--- config.mk ---
export PLATFORM = sky130hd
export DESIGN_NAME = seg7_scan_mux
export DESIGN_NICKNAME = d
export VERILOG_FILES = /design/src/rtl/seg7_pkg.sv /design/src/rtl/seg7_hex_decode.sv /design/src/rtl/seg7_scan_mux.sv
export SDC_FILE = /design/constraint.sdc
export NUM_CORES = 1
export LEC_CHECK = 0
export CAP_MARGIN = 0
export CORE_MARGIN = 3
export CORE_UTILIZATION = 41
export DETAILED_ROUTE_END_ITERATION = 12
export GPL_TIMING_DRIVEN = 0
export PLACE_DENSITY_LB_ADDON = 0.15
export REMOVE_ABC_BUFFERS = 1
export SKIP_CTS_REPAIR_TIMING = 1
export SYNTH_ARGS = -nofsm -noshare
export SYNTH_HDL_FRONTEND = slang
export SYNTH_SLANG_ARGS = --single-unit
--- constraint.sdc ---
create_clock -name CLK -period 5.1 [get_ports CLK]
set_input_delay 1.53 -clock CLK [delete_from_list [all_inputs] [get_ports CLK]]
set_output_delay 1.53 -clock CLK [all_outputs]
set_load 0.02 [all_outputs]
--- src/rtl/seg7_pkg.sv ---
// seg7_pkg: digit-byte field layout, idle pin values and the hex-to-segment table
package seg7_pkg;
  localparam int HEX_LSB   = 0;
  localparam int DP_BIT    = 4;
  localparam int BLANK_BIT = 5;
  localparam logic [7:0] SEG_OFF  = 8'hFF;
  localparam logic [3:0] SEL_NONE = 4'hF;
  function automatic logic [6:0] hex_to_seg(input logic [3:0] h);
    case (h)
      4'h0: hex_to_seg = 7'h3F;
      4'h1: hex_to_seg = 7'h06;
      4'h2: hex_to_seg = 7'h5B;
      4'h3: hex_to_seg = 7'h4F;
      4'h4: hex_to_seg = 7'h66;
      4'h5: hex_to_seg = 7'h6D;
      4'h6: hex_to_seg = 7'h7D;
      4'h7: hex_to_seg = 7'h07;
      4'h8: hex_to_seg = 7'h7F;
      4'h9: hex_to_seg = 7'h6F;
      4'hA: hex_to_seg = 7'h77;
      4'hB: hex_to_seg = 7'h7C;
      4'hC: hex_to_seg = 7'h39;
      4'hD: hex_to_seg = 7'h5E;
      4'hE: hex_to_seg = 7'h79;
      default: hex_to_seg = 7'h71;
    endcase
  endfunction
endpackage

--- src/rtl/seg7_hex_decode.sv ---
// seg7_hex_decode: one digit field to active-low segment pins, honouring blank, dp and PWM phase
module seg7_hex_decode
  import seg7_pkg::*;
(
  input  logic [5:0] i_byte,
  input  logic       i_lit,
  output logic [7:0] o_seg
);
  assign o_seg = (i_byte[BLANK_BIT] || !i_lit) ? SEG_OFF
               : {~i_byte[DP_BIT], ~hex_to_seg(i_byte[HEX_LSB +: 4])};
endmodule

--- src/rtl/seg7_scan_mux.sv ---
// seg7_scan_mux: 4-digit common-anode scanner with frame snapshot, dead-time blanking and PWM dimming
module seg7_scan_mux
  import seg7_pkg::*;
#(
  parameter int PRESCALE    = 25000,
  parameter int DEAD_CYCLES = 16
) (
  input  logic       CLK,
  input  logic       RESET_N,
  input  logic [7:0] IN_A,
  input  logic [7:0] IN_B,
  input  logic [7:0] IN_C,
  input  logic [7:0] IN_D,
  input  logic [3:0] BRIGHT,
  output logic [3:0] SEG_SELECT,
  output logic [7:0] DEC_OUT,
  output logic       FRAME_TICK
);
  localparam int CW = $clog2(PRESCALE);
  logic [CW-1:0]     r_slot;
  logic [1:0]        r_idx;
  logic [3:0]        r_pwm;
  logic [3:0][5:0]   r_sh;
  logic [3:0]        r_bright_sh;
  logic              r_load_pend;
  logic              w_slot_end;
  logic              w_snap;
  logic              w_dead;
  logic              w_lit;
  logic [7:0]        w_dec;
  logic              w_unused;
  assign w_unused   = &{1'b0, IN_A[7:6], IN_B[7:6], IN_C[7:6], IN_D[7:6]};
  assign w_slot_end = r_slot == CW'(PRESCALE - 1);
  assign w_snap     = (w_slot_end && r_idx == 2'd3) || r_load_pend;
  assign w_dead     = int'(r_slot) < DEAD_CYCLES;
  assign w_lit      = (r_pwm < r_bright_sh) || (r_bright_sh == 4'hF);
  seg7_hex_decode u_dec (
    .i_byte (r_sh[r_idx]),
    .i_lit  (w_lit),
    .o_seg  (w_dec)
  );
  // Counters hold on the post-reset load edge so the first frame is a full 4*PRESCALE long
  always_ff @(posedge CLK or negedge RESET_N) begin
    if (!RESET_N) begin
      r_slot      <= '0;
      r_idx       <= '0;
      r_pwm       <= '0;
      r_sh        <= '0;
      r_bright_sh <= '0;
      r_load_pend <= 1'b1;
      SEG_SELECT  <= SEL_NONE;
      DEC_OUT     <= SEG_OFF;
      FRAME_TICK  <= 1'b0;
    end else begin
      r_pwm      <= r_pwm + 4'd1;
      FRAME_TICK <= w_snap;
      if (w_snap) begin
        r_sh        <= {IN_D[5:0], IN_C[5:0], IN_B[5:0], IN_A[5:0]};
        r_bright_sh <= BRIGHT;
        r_load_pend <= 1'b0;
      end
      if (!r_load_pend) begin
        r_slot <= w_slot_end ? '0 : r_slot + CW'(1);
        r_idx  <= w_slot_end ? r_idx + 2'd1 : r_idx;
      end
      SEG_SELECT <= w_dead ? SEL_NONE : ~(4'b0001 << r_idx);
      DEC_OUT    <= w_dead ? SEG_OFF : w_dec;
    end
  end
endmodule
==> run metrics <==
status=complete, no violations; LEAKAGE=1.68 nW; Die Y-Extent=92.4 um; worst setup path start=SEG_SELECT[2]; Inserted Diodes=0; CTS max path bufs=2; Hold WS=0.476 ns; number of synthesized flops with an enable pin=0; RSZ-0062 raised after global routing=no; DP Area=3590 um^2; vias per cell=4.89; per-cell routed wire length=14.4 um; CP Capture Type=primary output; Initial Utilization=43.6%; multi-input logic area=1370 um^2; commonest cells after routing, fill and taps aside=dfrtp_1, clkdlybuf4s50_1, mux2_2, nand2_1, ha_1; first-pass GRT wire length=9270 um; max incr delay on CP=0.60 ns; DR DRC count=0; Yosys cell types=41; post-place setup slack=2.47 ns; Yosys reg bits=63; Power Density=378 nW/um^2; Synth warnings=0; Tmin final=3.00 ns; detailed-route via count=1,877; Final Wtd Congestion=0.781; Hold Vio Cnt, Final=0; layout cells sized above 1=24.3%; Max FO, Critical Path=1; Final Util=54.8%; # fillers=609; worst path bufs/invs=1; CP top delay family=buffers and inverters; commonest non-fill, non-tap cell in the layout=dfrtp_1; Slew @ Worst Pin=0.581 ns; Worst Skew=0.00941 ns; worst path arrival time=1.47 ns; register area=1590 um^2; slowest library cell on the worst path=clkdlybuf4s50_1; CTS buffer count=9; Synth async-reset ratio=100%; fin area=3850 um^2; Setup Crit Path Kind=flop to primary output; detailed placement HPWL=4010 um; drt first pass iters=4; RR Startpoint=r_slot[0]; post-synthesis instance area=3060 um^2; initial antenna violation count=0; top_reg_cell synth=dfrtp_1; min-delay src=r_pwm[0]; CTS root buf=clkbuf_8; required time worst endpoint=3.57 ns; Routed Antenna Nets=0; clk sinks=63; max-cap violations=0; Worst Setup Slack, final=2.10 ns; die area=8530 um^2; Port Buffers=42; total gr overflow=0; Core Region=7020 um^2; Seq/Total Area, Yosys=52.1%; syn avg cell area=12.9 um^2; Max Fclk=334 MHz; GRT Util Overall=14.1%; P&R area growth vs syn=25.8%; CP startpoint kind=flop; CTS tree=done; crit path cell chain=clkdlybuf4s50_1; pin count of the biggest net entering global routing=39; VDD IR-drop max=0.000192 V; insertion delay to the later sink of the worst-skew pair=0.34 ns; Worst slew margin=61.3%; Max H-tree Level=3; top-level I/O count=51; Nets=336; Period Utilization, post-route=58.7%; die extent in x=92.4 um; cell row count=30; worst min path class=flop to flop; post-synthesis cell count=237; clock-pin transition on the worst setup and hold timing paths=0.07 ns; Setup TNS=0 ns; vias in the first global route=1,913; total wire length=5520 um; Slew Limit Fails=0; # setup viols final=0; Initial DRC Count=40
power by group:
group	switching, mW	total, mW	internal (mW)
sequential	0.0454	0.626	0.580
clock	0.191	0.565	0.373
combinational	0.128	0.266	0.138
total	0.365	1.46	1.09
layer usage:
metal	vias to the layer above	global-route usage, %	share of wire, %
met1	907	19.2	49
met2	38	21.0	46
li1	924	-	-
met5	-	0	0
met4	0	4.83	1.4
met3	8	4.87	4.0
metrics by stage:
step / instances / total power [mW]
floorplan: 228 / 0.784
global placement: 366 / 0.896
detailed placement: 368 / 0.906
CTS: 384 / 1.48
global route: 384 / 1.53
finish: 384 / 1.46
sequential cells by signal (all words and copies together), names as in the netlist:
register / cells
r_pwm: 4
SEG_SELECT: 4
r_bright_sh: 4
r_sh: 24
DEC_OUT: 8
FRAME_TICK: 1
r_slot: 15
r_load_pend: 1
r_idx: 2
final cells by class:
class,count,area share [%]
Sequential cell,63,41.4
Tap cell,96,3.12
Multi-Input combinational cell,153,35.5
Inverter,12,1.17
Timing Repair Buffer,44,12.0
Clock inverter,6,3.45
Clock buffer,10,3.32
cell usage after synthesis, types with 5 or more instances:
library cell | count | area, um^2
mux2_2 | 20 | 225
xnor2_1 | 7 | 61.3
dfstp_2 | 13 | 342
mux2i_1 | 5 | 50.1
inv_1 | 12 | 45.0
nand2_1 | 15 | 56.3
o21ai_0 | 8 | 40.0
nand2b_1 | 6 | 37.5
mux2_4 | 9 | 135
nand3_1 | 7 | 35.0
ha_1 | 15 | 188
buf_2 | 7 | 35.0
xor2_1 | 11 | 96.3
nor2_1 | 10 | 37.5
mux4_2 | 6 | 135
dfrtp_1 | 50 | 1250
logic make-up (layout without fill, tap and decap cells):
family	count (synthesis)	after routing	synth area share, %
AO/OA/AOI/OAI	22	22	4.99
XOR/XNOR	18	18	5.15
adder cells (fa/ha/maj)	15	15	6.13
buffers and inverters	21	72	3.48
flip-flops	63	63	52.1
multiplexers	40	40	17.8
other	1	1	0.123
AND/OR/NAND/NOR	57	57	10.2
path summary, 6_finish.rpt:
check	cells after the start	slack, ns	to
worst min register to register	1	0.48	r_pwm[0]
max in group asynchronous	2	3.26	r_load_pend
min in group asynchronous	1	1.18	r_bright_sh[1]
worst min-delay path	1	0.48	r_pwm[0]
worst max register to register	6	2.88	r_sh[18]
worst max-delay path	1	2.10	SEG_SELECT[2]
No activity file was read; power rests on OpenSTA's default activity.
